--- src/rtl/div_core_seq_if.sv ---
// Operand/result handshake bundle for the sequential divider.
// master = upstream packer / downstream unpacker side, slave = divider.
interface div_core_seq_if #(
  parameter int unsigned DATA_WIDTH = 65
);
  logic                  valid_i;
  logic                  ready_o;
  logic [DATA_WIDTH-1:0] data_i;
  logic                  valid_o;
  logic                  ready_i;
  logic [DATA_WIDTH-1:0] data_o;
  logic                  busy_o;

  modport master (
    output valid_i, data_i, ready_i,
    input  ready_o, valid_o, data_o, busy_o
  );

  modport slave (
    input  valid_i, data_i, ready_i,
    output ready_o, valid_o, data_o, busy_o
  );
endinterface

--- src/rtl/div_core_seq.sv ---
// Sequential radix-2 restoring divider, one quotient bit per cycle.
// Accepts {signed, dividend, divisor}, returns {div_by_zero, quotient, remainder}.
module div_core_seq #(
  parameter int unsigned OP_WIDTH   = 32,
  parameter int unsigned DATA_WIDTH = 65,
  parameter int unsigned CNT_WIDTH  = 6
) (
  input logic           clk,
  input logic           rst_n,
  div_core_seq_if.slave bus
);

  localparam logic [1:0] IDLE = 2'd0;
  localparam logic [1:0] CALC = 2'd1;
  localparam logic [1:0] DONE = 2'd2;

  localparam logic [CNT_WIDTH-1:0] LAST_CNT = CNT_WIDTH'(OP_WIDTH - 1);

  logic [1:0]            state_q,    state_d;
  logic [CNT_WIDTH-1:0]  cnt_q,      cnt_d;
  logic [OP_WIDTH:0]     rem_q,      rem_d;
  logic [OP_WIDTH-1:0]   quo_q,      quo_d;
  logic [OP_WIDTH-1:0]   dvsr_q,     dvsr_d;
  logic [OP_WIDTH-1:0]   dvnd_q,     dvnd_d;
  logic                  neg_quo_q,  neg_quo_d;
  logic                  neg_rem_q,  neg_rem_d;
  logic                  dz_q,       dz_d;
  logic                  ready_q,    ready_d;
  logic                  valid_q,    valid_d;
  logic                  busy_q,     busy_d;
  logic [DATA_WIDTH-1:0] data_q,     data_d;

  logic                  op_sgn;
  logic [OP_WIDTH-1:0]   op_a;
  logic [OP_WIDTH-1:0]   op_b;
  logic [OP_WIDTH-1:0]   a_mag;
  logic [OP_WIDTH-1:0]   b_mag;
  logic [OP_WIDTH:0]     shifted;
  logic [OP_WIDTH:0]     trial;
  logic                  quo_bit;
  logic [OP_WIDTH:0]     rem_step;
  logic [OP_WIDTH-1:0]   quo_step;
  logic [OP_WIDTH-1:0]   rem_low;
  logic [OP_WIDTH-1:0]   quo_fix;
  logic [OP_WIDTH-1:0]   rem_fix;

  // State, datapath and registered outputs
  always_ff @(posedge clk) begin
    if (!rst_n) begin
      state_q   <= IDLE;
      cnt_q     <= '0;
      rem_q     <= '0;
      quo_q     <= '0;
      dvsr_q    <= '0;
      dvnd_q    <= '0;
      neg_quo_q <= 1'b0;
      neg_rem_q <= 1'b0;
      dz_q      <= 1'b0;
      ready_q   <= 1'b1;
      valid_q   <= 1'b0;
      busy_q    <= 1'b0;
      data_q    <= '0;
    end else begin
      state_q   <= state_d;
      cnt_q     <= cnt_d;
      rem_q     <= rem_d;
      quo_q     <= quo_d;
      dvsr_q    <= dvsr_d;
      dvnd_q    <= dvnd_d;
      neg_quo_q <= neg_quo_d;
      neg_rem_q <= neg_rem_d;
      dz_q      <= dz_d;
      ready_q   <= ready_d;
      valid_q   <= valid_d;
      busy_q    <= busy_d;
      data_q    <= data_d;
    end
  end

  // Next-state, iteration step and output logic
  always_comb begin
    state_d   = state_q;
    cnt_d     = cnt_q;
    rem_d     = rem_q;
    quo_d     = quo_q;
    dvsr_d    = dvsr_q;
    dvnd_d    = dvnd_q;
    neg_quo_d = neg_quo_q;
    neg_rem_d = neg_rem_q;
    dz_d      = dz_q;
    ready_d   = ready_q;
    valid_d   = valid_q;
    busy_d    = busy_q;
    data_d    = data_q;

    op_sgn = bus.data_i[2*OP_WIDTH];
    op_a   = bus.data_i[2*OP_WIDTH-1:OP_WIDTH];
    op_b   = bus.data_i[OP_WIDTH-1:0];
    a_mag  = (op_sgn && op_a[OP_WIDTH-1]) ? -op_a : op_a;
    b_mag  = (op_sgn && op_b[OP_WIDTH-1]) ? -op_b : op_b;

    // Remainder stays below the divisor, so OP_WIDTH+1 bits hold the shifted value
    shifted  = {rem_q[OP_WIDTH-1:0], quo_q[OP_WIDTH-1]};
    trial    = shifted - {1'b0, dvsr_q};
    quo_bit  = ~trial[OP_WIDTH];
    rem_step = quo_bit ? trial : shifted;
    quo_step = {quo_q[OP_WIDTH-2:0], quo_bit};
    rem_low  = rem_step[OP_WIDTH-1:0];
    quo_fix  = neg_quo_q ? -quo_step : quo_step;
    rem_fix  = neg_rem_q ? -rem_low : rem_low;

    case (state_q)
      IDLE: begin
        if (bus.valid_i && ready_q) begin
          dvnd_d    = op_a;
          dvsr_d    = b_mag;
          quo_d     = a_mag;
          rem_d     = '0;
          neg_quo_d = op_sgn & (op_a[OP_WIDTH-1] ^ op_b[OP_WIDTH-1]);
          neg_rem_d = op_sgn & op_a[OP_WIDTH-1];
          dz_d      = (op_b == '0);
          // Zero divisor makes a single pass so its flagged result lands one edge after accept
          cnt_d     = (op_b == '0) ? LAST_CNT : '0;
          state_d   = CALC;
          ready_d   = 1'b0;
          busy_d    = 1'b1;
        end
      end
      CALC: begin
        rem_d = rem_step;
        quo_d = quo_step;
        cnt_d = cnt_q + CNT_WIDTH'(1);
        if (cnt_q == LAST_CNT) begin
          state_d = DONE;
          valid_d = 1'b1;
          data_d  = dz_q ? {1'b1, {OP_WIDTH{1'b1}}, dvnd_q}
                         : {1'b0, quo_fix, rem_fix};
        end
      end
      DONE: begin
        if (bus.ready_i) begin
          state_d = IDLE;
          valid_d = 1'b0;
          ready_d = 1'b1;
          busy_d  = 1'b0;
        end
      end
      default: begin
        state_d = IDLE;
        valid_d = 1'b0;
        ready_d = 1'b1;
        busy_d  = 1'b0;
      end
    endcase
  end

  assign bus.ready_o = ready_q;
  assign bus.valid_o = valid_q;
  assign bus.busy_o  = busy_q;
  assign bus.data_o  = data_q;

endmodule
--- src/flat_wrapper.sv ---
// flat-port wrapper written by rule: the top's interface ports become plain ports
module div_core_seq_flat 
#(
  parameter int unsigned OP_WIDTH   = 32,
  parameter int unsigned DATA_WIDTH = 65,
  parameter int unsigned CNT_WIDTH  = 6
)
  (clk, rst_n, bus_valid_i, bus_data_i, bus_ready_i, bus_ready_o, bus_valid_o, bus_data_o, bus_busy_o);
  div_core_seq_if #(.DATA_WIDTH(DATA_WIDTH)) bus_i ();
  input logic clk;
  input logic rst_n;
  input wire logic [$bits(bus_i.valid_i)-1:0] bus_valid_i;
  input wire logic [$bits(bus_i.data_i)-1:0] bus_data_i;
  input wire logic [$bits(bus_i.ready_i)-1:0] bus_ready_i;
  output wire logic [$bits(bus_i.ready_o)-1:0] bus_ready_o;
  output wire logic [$bits(bus_i.valid_o)-1:0] bus_valid_o;
  output wire logic [$bits(bus_i.data_o)-1:0] bus_data_o;
  output wire logic [$bits(bus_i.busy_o)-1:0] bus_busy_o;
  assign bus_i.valid_i = bus_valid_i;
  assign bus_i.data_i = bus_data_i;
  assign bus_i.ready_i = bus_ready_i;
  assign bus_ready_o = bus_i.ready_o;
  assign bus_valid_o = bus_i.valid_o;
  assign bus_data_o = bus_i.data_o;
  assign bus_busy_o = bus_i.busy_o;
  div_core_seq #(.OP_WIDTH(OP_WIDTH), .DATA_WIDTH(DATA_WIDTH), .CNT_WIDTH(CNT_WIDTH)) u_core (.clk(clk), .rst_n(rst_n), .bus(bus_i));
endmodule
--- config.mk ---
export PLATFORM = sky130hd
export DESIGN_NAME = div_core_seq_flat
export DESIGN_NICKNAME = d
export VERILOG_FILES = /design/src/rtl/div_core_seq_if.sv /design/src/rtl/div_core_seq.sv /design/src/flat_wrapper.sv
export SDC_FILE = /design/constraint.sdc
export NUM_CORES = 1
export LEC_CHECK = 0
export ABC_CLOCK_PERIOD_IN_PS = 5000
export BUFFER_PORTS_ARGS = -buffer_cell sky130_fd_sc_hd__clkbuf_2
export CAP_MARGIN = 0
export CORE_UTILIZATION = 54
export CTS_CLUSTER_SIZE = 10
export DETAILED_ROUTE_END_ITERATION = 10
export GPL_ROUTABILITY_DRIVEN = 0
export PLACE_DENSITY = 0.76
export SYNTH_ARGS = -nofsm -noshare
export SYNTH_HDL_FRONTEND = slang
export SYNTH_SLANG_ARGS = --single-unit
export TNS_END_PERCENT = 1
--- constraint.sdc ---
create_clock -name clk -period 5 [get_ports clk]
set_input_delay 0.75 -clock clk [delete_from_list [all_inputs] [get_ports clk]]
set_output_delay 0.75 -clock clk [all_outputs]
set_load 0.05 [all_outputs]
==> metrics.log, run 1 <==
[metrics] max-slew violation count: 0
[metrics] cell-internal power: 3.787 mW
[metrics] Pwr per Cell Area: 447.1 nW/um^2
[metrics] initial DRC count: 1289
[metrics] later-pin clock latency in the skew report: 0.54 ns
[metrics] most area-consuming cells after synthesis: sky130_fd_sc_hd__dfxtp_1 (32%), sky130_fd_sc_hd__a21oi_1 (7.4%), sky130_fd_sc_hd__nand2_1 (6.9%), sky130_fd_sc_hd__xor2_1 (5.0%), sky130_fd_sc_hd__nor2_1 (4.9%)
[metrics] detailed-route vias per instance: 6.166
[metrics] top cell types by occurrence after synthesis: sky130_fd_sc_hd__nand2_1 (238), sky130_fd_sc_hd__dfxtp_1 (207), sky130_fd_sc_hd__a21oi_1 (191), sky130_fd_sc_hd__nor2_1 (168), sky130_fd_sc_hd__o21ai_0 (109)
[metrics] switching share of power: 41.53%
[metrics] type of the worst setup path: register to register
[metrics] Async S/R FF share, synth: 0%
[metrics] die outline height: 156.8 um
[metrics] total setup violations reported at the end of the flow: 0
[metrics] Final nets: 1893
[metrics] part of the power in combinational logic: 46.7%
[metrics] number of top-level pins: 137
[metrics] area after detailed placement: 13770 um^2
[metrics] Post-Syn Instances: 1713
[metrics] clock transition time at the flip-flop clock pins of the worst setup and hold paths: 0.06 ns
[metrics] number of iterations in the first detailed-routing pass: 6
[metrics] area of the mapped netlist: 12930 um^2
[metrics] final critical delay including setup and external delays: 4.816 ns
[metrics] vias in the first global route: 11490
[metrics] gr ovfl total: 0
[metrics] initial antenna violation count: 2
[metrics] skew final: 0.01466 ns
[metrics] net load switching power: 2.690 mW
[metrics] Max Fclk: 207.6 MHz
[metrics] number of library cell types mapped by synthesis: 85
[metrics] most area-hungry cell type in the Yosys netlist: sky130_fd_sc_hd__dfxtp_1
[metrics] FP Rows: 56
[metrics] All-Layer GR Usage: 30.92%
[metrics] remaining number of nets flagged by the antenna check after routing: 0
[metrics] sequential-to-total area share from yosys stat: 32.04%
[metrics] worst-path fanout max: 6
[metrics] maximum number of pins on one net before global-route repair: 91
[metrics] number of port buffers: 136
[metrics] result of the run: finished clean
[metrics] endpoint kind of the worst setup timing path: register
[metrics] half-perimeter wire length of the detailed placement result: 27800 um
[metrics] kind of start point of the critical path: register
[metrics] WP data arrival: 5.22 ns
[metrics] worst voltage drop across the vdd grid: 0.2547 mV
[metrics] layout cell share with drive strength beyond 1: 13.32%
[metrics] area of the core: 23470 um^2
[metrics] width of the die: 156.8 um
[metrics] post-synth top area share: 32.04%
[metrics] static leakage power: 5.737 nW
[metrics] RSZ-0062 raised after global routing: no
[metrics] Final Util: 61.71%
[metrics] first-pass GRT wire length: 60660 um
[metrics] clock tree from TritonCTS: yes
[metrics] Routed WL per cell: 18.15 um
[metrics] Ys Warns: 0
[metrics] net count of the mapped netlist: 1820
[metrics] Layout fillers: 2148
[metrics] worst rel slew slack: 27.04%
[metrics] CTS root buf: sky130_fd_sc_hd__clkbuf_16
[metrics] number of vias in the routed layout: 13030
[metrics] final instance count without filler cells: 2113
[metrics] Die Footprint: 24570 um^2
[metrics] share of the cycle needed by the critical path after routing: 96.32%
[metrics] Fin Hold WS: 0.4502 ns
[metrics] finished layout cell area: 14490 um^2
[metrics] starting utilization of the core area: 55.10%
[metrics] part of the power in registers: 28.6%
[metrics] mean instance size in the synthesized netlist: 7.550 um^2
[metrics] maximum buffer depth of the clock tree: 3
[metrics] Post-Place Cells: 2078
[metrics] top-count cell post-synth: sky130_fd_sc_hd__nand2_1
[metrics] count of H-tree levels built during CTS: 1
[metrics] number of clock sinks: 207
[metrics] hold violation count in the final report: 0
[metrics] required time of the critical path: 5.41 ns
[metrics] clock buffers created by TritonCTS: 25
[metrics] FF+latch count, synth: 207
[metrics] Ant. Diodes: 0
[metrics] area grow syn2layout: 12.01%
[metrics] worst min-delay path class: register to register
[metrics] EDFF count, synth: 0
[metrics] most instantiated flip-flop cell in the synthesis netlist: sky130_fd_sc_hd__dfxtp_1
[metrics] max-capacitance violation count: 0
[metrics] Residual DRC: 0
[metrics] setup TNS: 0 ns
[metrics] transition time at the pin with the least slew margin: 1.092 ns
[metrics] final wirelength: 38360 um
[metrics] clock share of power: 24.7%
==> stage by stage <==
step | total power [mW] | setup WS [ns]
floorplan | 4.099 | 0.04073
global placement | 4.718 | 0.2988
detailed placement | 4.779 | 0.1394
CTS | 6.379 | 0.06163
global route | 6.814 | 0.002056
finish | 6.477 | 0.1842
==> path summary, 6_finish.rpt <==
path / startpoint / end / slack, ns / cells after the start
setup / recovery: u_core.quo_q[31]$_SDFFE_PN0P_ / u_core.bus.data_o[58]$_SDFFE_PN0P_ / 0.18 / 19
hold / removal: u_core.dvnd_q[6]$_SDFFE_PN0P_ / u_core.dvnd_q[6]$_SDFFE_PN0P_ / 0.45 / 2
setup reg to reg: u_core.quo_q[31]$_SDFFE_PN0P_ / u_core.bus.data_o[58]$_SDFFE_PN0P_ / 0.18 / 19
hold reg to reg: u_core.dvnd_q[6]$_SDFFE_PN0P_ / u_core.dvnd_q[6]$_SDFFE_PN0P_ / 0.45 / 2
==> power groups by stage <==
stage / Combinational, mW / Sequential (mW) / Clock (mW)
after floorplan: 2.25 / 1.85 / 0
after global placement: 2.84 / 1.88 / 0
after detailed placement: 2.90 / 1.88 / 0
after CTS: 2.92 / 1.85 / 1.61
after global routing: 3.28 / 1.86 / 1.68
final: 3.03 / 1.85 / 1.60
==> cells by family after synthesis <==
kind of cell | after synthesis | synth area share, %
AND/OR/NAND/NOR | 595 | 21.32
AO/OA/AOI/OAI | 535 | 25.90
flip-flops | 207 | 32.04
buffers and inverters | 171 | 5.273
XOR/XNOR | 137 | 9.278
adder cells (fa/ha/maj) | 38 | 3.734
multiplexers | 30 | 2.448
==> repair_timing <==
item	in CTS	in global routing
setup buffers	0	0
resized for setup	0	6
hold buffers	0	0
setup endpoints to repair	0	9
==> critical path, stage by stage (launching register included) <==
cell and delay [ns]:
sky130_fd_sc_hd__dfxtp_1 0.37, sky130_fd_sc_hd__inv_1 0.07, sky130_fd_sc_hd__ha_1 0.22, sky130_fd_sc_hd__fa_1 0.41, sky130_fd_sc_hd__nand2b_2 0.23, sky130_fd_sc_hd__a211oi_4 0.22, sky130_fd_sc_hd__o2111a_2 0.27, sky130_fd_sc_hd__o211ai_2 0.12
sky130_fd_sc_hd__a211o_1 0.37, sky130_fd_sc_hd__nand3_4 0.19, sky130_fd_sc_hd__nand2_8 0.08, sky130_fd_sc_hd__inv_2 0.06, sky130_fd_sc_hd__ha_1 0.19, sky130_fd_sc_hd__nand2_1 0.12, sky130_fd_sc_hd__or3_1 0.37, sky130_fd_sc_hd__or3_1 0.38
sky130_fd_sc_hd__or4_4 0.48, sky130_fd_sc_hd__o41ai_2 0.27, sky130_fd_sc_hd__xor2_1 0.18, sky130_fd_sc_hd__a21oi_1 0.08
==> cell type report <==
| cell class | count | area (um^2) | area share, % |
|---|---|---|---|
| tap | 319 | 399.1 | 2.755 |
| clock inverter | 3 | 30.03 | 0.2073 |
| clock buffer | 32 | 651.9 | 4.500 |
| multi-input combinational | 1335 | 8163 | 56.35 |
| timing repair buffer | 161 | 884.6 | 6.107 |
| inverter | 56 | 212.7 | 1.468 |
| sequential | 207 | 4144 | 28.61 |
==> state kept, by name, summed over array words and instances, names as in the netlist, 2 cells and up <==
| register | count |
|---|---|
| u_core.bus.data_o | 65 |
| u_core.dvnd_q | 32 |
| u_core.dvsr_q | 32 |
| u_core.quo_q | 32 |
| u_core.rem_q | 32 |
| u_core.cnt_q | 6 |
| u_core.state_q | 2 |
==> metal layers <==
metal,wire (um),track usage [%],vias to the layer above
met2,16660,46.35,629
met5,13,0,-
met3,3379,4.348,88
met1,17110,44.56,6064
li1,-,-,6246
met4,1190,11.53,2
==> layout by cell type (no fill, tap or decap), types with 6 or more instances in the layout <==
master	synthesis	final
sky130_fd_sc_hd__inv_1	54	54
sky130_fd_sc_hd__a211oi_1	30	30
sky130_fd_sc_hd__nand4_1	8	8
sky130_fd_sc_hd__xor2_1	74	74
sky130_fd_sc_hd__xnor2_1	63	63
sky130_fd_sc_hd__o211ai_1	11	11
sky130_fd_sc_hd__or2_2	6	6
sky130_fd_sc_hd__o22ai_1	6	6
sky130_fd_sc_hd__and2_1	9	9
sky130_fd_sc_hd__a22oi_1	29	29
sky130_fd_sc_hd__nor4_1	10	10
sky130_fd_sc_hd__a21oi_1	191	191
sky130_fd_sc_hd__ha_1	37	37
sky130_fd_sc_hd__nand2b_1	13	12
sky130_fd_sc_hd__dfxtp_1	207	207
sky130_fd_sc_hd__or3_1	28	27
sky130_fd_sc_hd__mux2i_1	23	23
sky130_fd_sc_hd__o31ai_1	12	11
sky130_fd_sc_hd__o21a_1	10	10
sky130_fd_sc_hd__clkbuf_2	0	136
sky130_fd_sc_hd__a311oi_1	10	10
sky130_fd_sc_hd__a31oi_1	52	52
sky130_fd_sc_hd__clkbuf_16	0	25
sky130_fd_sc_hd__clkbuf_1	92	7
sky130_fd_sc_hd__nand2_1	238	237
sky130_fd_sc_hd__and3_1	12	12
sky130_fd_sc_hd__buf_4	1	23
sky130_fd_sc_hd__nand3_1	34	34
sky130_fd_sc_hd__o2111ai_1	6	6
sky130_fd_sc_hd__nand3b_1	6	6
sky130_fd_sc_hd__or4_1	7	6
sky130_fd_sc_hd__nor2_1	168	164
sky130_fd_sc_hd__o41ai_1	10	8
sky130_fd_sc_hd__nor3_1	28	28
sky130_fd_sc_hd__o21ai_0	109	109
sky130_fd_sc_hd__a21o_1	10	10
Note: power is estimated with default switching activity, not from simulation.
==> inputs of run 2 (changes only) <==
--- a/config.mk
+++ b/config.mk
@@ -5,14 +5,15 @@
 export SDC_FILE = /design/constraint.sdc
 export NUM_CORES = 1
 export LEC_CHECK = 0
+export ABC_AREA = 1
 export ABC_CLOCK_PERIOD_IN_PS = 5000
 export BUFFER_PORTS_ARGS = -buffer_cell sky130_fd_sc_hd__clkbuf_2
 export CAP_MARGIN = 0
-export CORE_UTILIZATION = 54
+export CORE_UTILIZATION = 55
 export CTS_CLUSTER_SIZE = 10
 export DETAILED_ROUTE_END_ITERATION = 10
 export GPL_ROUTABILITY_DRIVEN = 0
-export PLACE_DENSITY = 0.76
+export PLACE_DENSITY = 0.77
 export SYNTH_ARGS = -nofsm -noshare
 export SYNTH_HDL_FRONTEND = slang
 export SYNTH_SLANG_ARGS = --single-unit
==> run 2 against run 1 <==
Global-route usage rose by 3.5 points. Via count rose by 20%. Critical path depth rose by 10. Synthesized cell count rose by 35%. Combinational power rose by 85%. Largest cell class unchanged.
==> metrics.log, run 2 <==
[metrics] starting utilization of the core area: 56.20% (+1.1 points)
[metrics] max-capacitance violation count: 0 (unchanged)
[metrics] Largest register FFs: 65 (unchanged)
[metrics] most area-consuming cells after synthesis: sky130_fd_sc_hd__dfxtp_1 (29%), sky130_fd_sc_hd__nand2_1 (17%), sky130_fd_sc_hd__inv_1 (9.7%), sky130_fd_sc_hd__nor2_1 (5.6%), sky130_fd_sc_hd__a21oi_1 (5.6%)
[metrics] overall power consumption: 9.156 mW (+41%)
[metrics] count of H-tree levels built during CTS: 1 (unchanged)
[metrics] required time of the critical path: 5.43 ns (+0.02 ns)
[metrics] RSZ-0062 raised after global routing: no
[metrics] number of vias in the routed layout: 15570 (+20%)
[metrics] clock tree from TritonCTS: yes
[metrics] setup bufs post-CTS: 0 (unchanged)
[metrics] Final Util: 62.33% (+0.62 points)
[metrics] hold worst-path end: u_core.dvnd_q[8]$_SDFFE_PN0P_
[metrics] layout cell share with drive strength beyond 1: 10.45% (-2.9 points)
[metrics] hold-fix buffer count after cts: 0 (unchanged)
[metrics] total setup violations reported at the end of the flow: 0 (unchanged)
[metrics] hold violation count in the final report: 0 (unchanged)
[metrics] number of clock sinks: 207 (unchanged)
[metrics] Die Footprint: 26380 um^2 (+7.3%)
[metrics] critical path launch point: u_core.quo_q[31]$_SDFFE_PN0P_
[metrics] Crit path largest cell delay: 0.40 ns (-0.08 ns)
[metrics] flop2flop setup slack: 0.66 ns (+0.47 ns)
[metrics] initial DRC count: 1680 (+30%)
[metrics] FF+latch count, synth: 207 (unchanged)
[metrics] vias in the first global route: 13840 (+20%)
[metrics] FP Rows: 58 (+3.6%)
[metrics] CTS-repair resized insts: 0 (unchanged)
[metrics] Post-Place Cells: 2698 (+30%)
[metrics] Crit-path slowest cell: sky130_fd_sc_hd__fa_1
[metrics] Top cell by count, worst path: sky130_fd_sc_hd__nand2_1
[metrics] later-pin clock latency in the skew report: 0.54 ns (about the same)
[metrics] top cell types by occurrence after synthesis: sky130_fd_sc_hd__nand2_1 (645), sky130_fd_sc_hd__inv_1 (365), sky130_fd_sc_hd__nor2_1 (211), sky130_fd_sc_hd__dfxtp_1 (207), sky130_fd_sc_hd__a21oi_1 (157)
[metrics] detailed-route vias per instance: 5.698 (-7.6%)
[metrics] EDFF count, synth: 0 (unchanged)
[metrics] most instantiated flip-flop cell in the synthesis netlist: sky130_fd_sc_hd__dfxtp_1
[metrics] clock buffers created by TritonCTS: 25 (unchanged)
[metrics] width of the die: 162.4 um (+3.6%)
[metrics] area of the core: 25180 um^2 (+7.3%)
[metrics] static leakage power: 7.850 nW (+37%)
[metrics] worst voltage drop across the vdd grid: 0.6243 mV (+150%)
[metrics] CTS root buf: sky130_fd_sc_hd__clkbuf_16
[metrics] WP data arrival: 4.78 ns (-0.44 ns)
[metrics] worst setup timing slack at the placement stage: 0.6691 ns (+0.5297 ns)
[metrics] clock transition time at the flip-flop clock pins of the worst setup and hold paths: 0.05 ns (about the same)
[metrics] Post-Syn Instances: 2307 (+35%)
[metrics] gr ovfl total: 0 (unchanged)
[metrics] maximum number of pins on one net before global-route repair: 103 (+13%)
[metrics] die outline height: 162.4 um (+3.6%)
[metrics] final instance count without filler cells: 2733 (+29%)
[metrics] worst min-delay path class: register to register
[metrics] worst rel slew slack: 31.13% (+4.1 points)
[metrics] maximum buffer depth of the clock tree: 3 (unchanged)
[metrics] number of top-level pins: 137 (unchanged)
[metrics] Residual DRC: 0 (unchanged)
[metrics] post-synth top area share: 29.28% (-2.8 points)
[metrics] Final nets: 2502 (+32%)
[metrics] area after detailed placement: 14990 um^2 (+8.9%)
[metrics] number of port buffers: 136 (unchanged)
[metrics] most area-hungry cell type in the Yosys netlist: sky130_fd_sc_hd__dfxtp_1
[metrics] max-slew violation count: 0 (unchanged)
[metrics] worst-path fanout max: 4 (-2)
[metrics] Fin Hold WS: 0.4493 ns (-0.0008810 ns)
[metrics] area of the mapped netlist: 14150 um^2 (+9.4%)
[metrics] number of iterations in the first detailed-routing pass: 6 (unchanged)
[metrics] kind of start point of the critical path: register
[metrics] mean instance size in the synthesized netlist: 6.134 um^2 (-19%)
[metrics] All-Layer GR Usage: 34.41% (+3.5 points)
[metrics] skew final: 0.01125 ns (-0.003411 ns)
[metrics] first-pass GRT wire length: 72130 um (+19%)
[metrics] Ys Warns: 0 (unchanged)
[metrics] finished layout cell area: 15700 um^2 (+8.4%)
[metrics] final wirelength: 45730 um (+19%)
[metrics] area grow syn2layout: 10.92%
[metrics] half-perimeter wire length of the detailed placement result: 33770 um (+21%)
[metrics] Pwr per Cell Area: 583.3 nW/um^2 (+30%)
[metrics] number of library cell types mapped by synthesis: 52 (-39%)
[metrics] sequential-to-total area share from yosys stat: 29.28% (-2.8 points)
[metrics] type of the worst setup path: register to register
[metrics] result of the run: finished clean
[metrics] hold path cells: 2 (unchanged)
[metrics] post-route worst setup slack: 0.6562 ns (+0.4720 ns)
[metrics] endpoint kind of the worst setup timing path: register
[metrics] share of the cycle needed by the critical path after routing: 86.88% (-9.4 points)
[metrics] net count of the mapped netlist: 2414 (+33%)
[metrics] remaining number of nets flagged by the antenna check after routing: 0 (unchanged)
[metrics] top-count cell post-synth: sky130_fd_sc_hd__nand2_1
[metrics] transition time at the pin with the least slew margin: 1.032 ns (-0.06010 ns)
[metrics] initial antenna violation count: 2 (unchanged)
[metrics] Hold Path Origin: u_core.dvnd_q[8]$_SDFFE_PN0P_
[metrics] Async S/R FF share, synth: 0% (unchanged)
[metrics] Critical R2R Launch: u_core.quo_q[31]$_SDFFE_PN0P_
[metrics] Max Fclk: 230.2 MHz (+11%)
[metrics] number of cells on the worst reg-to-reg path: 29 (+10)
[metrics] final critical delay including setup and external delays: 4.344 ns (-0.4720 ns)
[metrics] end of the worst register-to-register path: u_core.bus.data_o[62]$_SDFFE_PN0P_
[metrics] setup TNS: 0 ns (unchanged)
[metrics] Routed WL per cell: 16.73 um (-7.8%)
[metrics] most frequent standard cell in the layout excluding fill and tap cells: sky130_fd_sc_hd__nand2_1
[metrics] commonest non-fill, non-tap cells in the layout: sky130_fd_sc_hd__nand2_1 (645), sky130_fd_sc_hd__inv_1 (364), sky130_fd_sc_hd__dfxtp_1 (207), sky130_fd_sc_hd__nor2_1 (206), sky130_fd_sc_hd__a21oi_1 (157)
## run 2: cell types whose count changed after synthesis, sizes merged, moves of 35 or more
cell	change
nor2	+55
a21oi	-35
o21ai	+44
xnor2	-40
nand3	+93
nand2	+429
inv	+313
## run 2: routing by layer
| layer | part of all wire [%] | GRT usage (%) | vias up |
|---|---|---|---|
| met5 | 0.028 | 0 | - |
| met4 | 4.3 | 15.31 | 2 |
| met3 | 9.7 | 4.736 | 130 |
| met2 | 43 | 52.53 | 766 |
| met1 | 43 | 48.09 | 7163 |
| li1 | - | - | 7511 |
## run 2: worst max path at each step
stage                                               to  slack [ns]  cells after the start
finish              u_core.bus.data_o[62]$_SDFFE_PN0P_        0.66                     29
global route        u_core.bus.data_o[62]$_SDFFE_PN0P_        0.07                     29
CTS                 u_core.bus.data_o[62]$_SDFFE_PN0P_        0.63                     29
detailed placement  u_core.bus.data_o[62]$_SDFFE_PN0P_        0.67                     29
global placement    u_core.bus.data_o[62]$_SDFFE_PN0P_        0.74                     29
floorplan           u_core.bus.data_o[62]$_SDFFE_PN0P_        1.07                     30
## run 2: kinds of logic (layout without fill, tap and decap cells)
group           count (synthesis)  count (layout)  synth area share [%]
other cells                     0               1                     0
compound gates                426             426                 16.96
xor+xnor                       78              78                 4.828
flops                         207             207                 29.28
simple gates                 1097            1097                 32.87
fa+ha+maj                      38              38                 3.413
buf+inv                       461             556                 12.64
## run 2: power by group
group	leakage (nW)	switching [mW]	total [mW]	internal [mW]
combinational	5.82	3.93	5.62	1.70
clock	0.343	0.701	1.64	0.939
sequential	1.69	0.106	1.89	1.79
## run 2: area by class of cell
type	instances	area, um^2
Antenna cell	1	2.502
Clock buffer	32	681.9
Clock inverter	2	13.76
Fill cell	2403	9485
Inverter	371	1393
Multi-Input combinational cell	1639	8255
Sequential cell	207	4144
Tap cell	330	412.9
Timing Repair Buffer	151	793.3
## run 2: critical path, delay by kind of cell, from the launching register on
family | cells | cell delay, ns
AO/OA/AOI/OAI | 2 | 0.23
XOR/XNOR | 1 | 0.16
adder cells (fa/ha/maj) | 3 | 0.78
buffers and inverters | 3 | 0.20
flip-flops | 1 | 0.36
AND/OR/NAND/NOR | 20 | 2.48
==> inputs of run 3 (changes only) <==
--- a/config.mk
+++ b/config.mk
@@ -13,7 +13,7 @@
 export CTS_CLUSTER_SIZE = 10
 export DETAILED_ROUTE_END_ITERATION = 10
 export GPL_ROUTABILITY_DRIVEN = 0
-export PLACE_DENSITY = 0.77
+export PLACE_DENSITY = 0.83
 export SYNTH_ARGS = -nofsm -noshare
 export SYNTH_HDL_FRONTEND = slang
 export SYNTH_SLANG_ARGS = --single-unit
==> run 3 against run 2 <==
Global-route usage increased by 0.28 points. Utilization increased by 0.14 points. Hold slack got worse by 0.0015 ns. Maximum frequency decreased by 0.99%. Cell area increased by 0.23%. Highest routed layer is now met4. Clock power increased by 3%. Sequential power about the same. Non-clock buffer count decreased by 1. Critical endpoint unchanged.
==> metrics.log, run 3 (same netlist as run 2, synthesis figures left out) <==
[metrics] number of port buffers: 136 (unchanged)
[metrics] Routed WL per cell: 16.80 um (+0.41%)
[metrics] kind of start point of the critical path: register
[metrics] setup bufs post-CTS: 0 (unchanged)
[metrics] half-perimeter wire length of the detailed placement result: 33730 um (-0.13%)
[metrics] number of top-level pins: 137 (unchanged)
[metrics] met3 layer usage reported by global route: 4.023% (-0.71 points)
[metrics] end of the worst register-to-register path: u_core.bus.data_o[62]$_SDFFE_PN0P_
[metrics] RSZ-0062 raised after global routing: no
[metrics] commonest non-fill, non-tap cells in the layout: sky130_fd_sc_hd__nand2_1 (645), sky130_fd_sc_hd__inv_1 (364), sky130_fd_sc_hd__dfxtp_1 (207), sky130_fd_sc_hd__nor2_1 (206), sky130_fd_sc_hd__a21oi_1 (157)
[metrics] Crit path largest cell delay: 0.41 ns (about the same)
[metrics] initial antenna violation count: 0 (-2)
[metrics] result of the run: finished clean
[metrics] Final Util: 62.48% (+0.14 points)
[metrics] maximum buffer depth of the clock tree: 3 (unchanged)
[metrics] WP data arrival: 4.83 ns (+0.05 ns)
[metrics] skew final: 0.01219 ns (+0.0009422 ns)
[metrics] CTS root buf: sky130_fd_sc_hd__clkbuf_16
[metrics] global route hottest layer: met2
[metrics] required time of the critical path: 5.44 ns (about the same)
[metrics] worst voltage drop across the vdd grid: 0.4985 mV (-20%)
[metrics] hold violation count in the final report: 0 (unchanged)
[metrics] worst min-delay path class: register to register
[metrics] Critical R2R Launch: u_core.quo_q[31]$_SDFFE_PN0P_
[metrics] share of the cycle needed by the critical path after routing: 87.75% (+0.87 points)
[metrics] critical path launch point: u_core.quo_q[31]$_SDFFE_PN0P_
[metrics] layout cell share with drive strength beyond 1: 10.33% (-0.12 points)
[metrics] detailed-route vias per instance: 5.775 (+1.4%)
[metrics] total setup violations reported at the end of the flow: 0 (unchanged)
[metrics] first-pass GRT wire length: 73570 um (+2.0%)
[metrics] Die Footprint: 26380 um^2 (unchanged)
[metrics] Residual DRC: 0 (unchanged)
[metrics] Pwr per Cell Area: 585.3 nW/um^2 (+0.34%)
[metrics] setup TNS: 0 ns (unchanged)
[metrics] initial DRC count: 1976 (+18%)
[metrics] max-slew violation count: 0 (unchanged)
[metrics] clock transition time at the flip-flop clock pins of the worst setup and hold paths: 0.05 ns (about the same)
[metrics] transition time at the pin with the least slew margin: 1.085 ns (+0.05378 ns)
[metrics] Largest register FFs: 65 (unchanged)
[metrics] remaining number of nets flagged by the antenna check after routing: 0 (unchanged)
[metrics] Final nets: 2501 (-0.040%)
[metrics] FP Rows: 58 (unchanged)
[metrics] hold-fix buffer count after cts: 0 (unchanged)
[metrics] width of the die: 162.4 um (unchanged)
[metrics] flop2flop setup slack: 0.61 ns (-0.04 ns)
[metrics] number of iterations in the first detailed-routing pass: 6 (unchanged)
[metrics] Crit-path slowest cell: sky130_fd_sc_hd__fa_1
[metrics] final wirelength: 45890 um (+0.34%)
[metrics] maximum number of pins on one net before global-route repair: 106 (+2.9%)
[metrics] Ant. Diodes: 0 (-1)
[metrics] gr ovfl total: 0 (unchanged)
[metrics] vias in the first global route: 14720 (+6.4%)
[metrics] clock buffers created by TritonCTS: 25 (unchanged)
[metrics] Max Fclk: 227.9 MHz (-0.99%)
[metrics] starting utilization of the core area: 56.20% (unchanged)
[metrics] count of H-tree levels built during CTS: 1 (unchanged)
[metrics] Top cell by count, worst path: sky130_fd_sc_hd__nand2_1
[metrics] area grow syn2layout: 11.18%
[metrics] global-route met2 utilization: 54.45% (+1.9 points)
[metrics] area of the core: 25180 um^2 (unchanged)
[metrics] endpoint kind of the worst setup timing path: register
[metrics] met1 track demand over resource in global routing: 46.60% (-1.5 points)
[metrics] max-capacitance violation count: 0 (unchanged)
[metrics] die outline height: 162.4 um (unchanged)
[metrics] worst-path fanout max: 4 (unchanged)
[metrics] static leakage power: 7.863 nW (+0.16%)
[metrics] number of vias in the routed layout: 15770 (+1.3%)
[metrics] number of clock sinks: 207 (unchanged)
[metrics] final critical delay including setup and external delays: 4.387 ns (+0.04343 ns)
[metrics] most frequent standard cell in the layout excluding fill and tap cells: sky130_fd_sc_hd__nand2_1
[metrics] worst rel slew slack: 27.56% (-3.6 points)
[metrics] All-Layer GR Usage: 34.69% (+0.28 points)
[metrics] clock tree from TritonCTS: yes
[metrics] number of cells on the worst reg-to-reg path: 29 (unchanged)
[metrics] Layout fillers: 2261 (-5.9%)
[metrics] Hold Path Origin: u_core.dvnd_q[24]$_SDFFE_PN0P_
[metrics] capturing element of the worst setup path: u_core.bus.data_o[62]$_SDFFE_PN0P_
[metrics] type of the worst setup path: register to register
[metrics] CTS-repair resized insts: 0 (unchanged)
[metrics] later-pin clock latency in the skew report: 0.54 ns (about the same)
-- run 3: worst min path at each step --
stage | cells past startpoint | to | slack, ns
2_1_floorplan | 2 | u_core.dvnd_q[10]$_SDFFE_PN0P_ | 0.42
3_3_place_gp | 2 | u_core.dvnd_q[15]$_SDFFE_PN0P_ | 0.43
3_5_place_dp | 2 | u_core.dvnd_q[21]$_SDFFE_PN0P_ | 0.44
4_1_cts | 2 | u_core.dvnd_q[21]$_SDFFE_PN0P_ | 0.45
5_1_grt | 2 | u_core.dvnd_q[17]$_SDFFE_PN0P_ | 0.46
6_report | 2 | u_core.dvnd_q[24]$_SDFFE_PN0P_ | 0.45
-- run 3: cell type report --
cell class | count | area (um^2) | share of cell area (%)
clock buffers | 32 | 671.9 | 4.271
clock inverters | 2 | 50.05 | 0.3181
inverters | 371 | 1393 | 8.852
multi-input cells | 1639 | 8250 | 52.44
flip-flops and latches | 207 | 4144 | 26.34
well taps | 330 | 412.9 | 2.624
repair buffers | 150 | 810.8 | 5.153
-- run 3: power by group --
group / switching (mW) / internal (mW) / total, mW
combinational: 3.94 / 1.69 / 5.63
clock: 0.706 / 0.983 / 1.69
sequential: 0.104 / 1.79 / 1.89
total: 4.75 / 4.46 / 9.21
-- run 3: worst max-delay path, delay by kind of cell (launching register included) --
family / cells / cell delay, ns
and+or+nand+nor: 20 / 2.52
DFF: 1 / 0.37
xor gates and xnor gates: 1 / 0.15
adders and majority gates: 3 / 0.80
AOI/OAI and AO/OA: 2 / 0.24
buffers and inverters: 3 / 0.20
-- run 3: layer usage --
metal | vias to the layer above | part of all wire (%)
met5 | - | 0
met4 | 0 | 5.1
met3 | 179 | 10
met2 | 969 | 44
met1 | 7116 | 41
li1 | 7508 | -
-- run 3: metrics by stage --
step           worst slack [ns]  std cells  cell area, um^2  hold WS [ns]  total power [mW]
2_1_floorplan             1.066       2307            14150        0.4245             6.153
3_3_place_gp             0.7872       2697            15010        0.4343             7.196
3_5_place_dp             0.6806       2697            15010        0.4418             7.329
4_1_cts                  0.6565       2731            15730        0.4495             9.033
5_1_grt                  0.1282       2731            15730        0.4637             9.904
6_report                 0.6127       2731            15730        0.4477             9.209
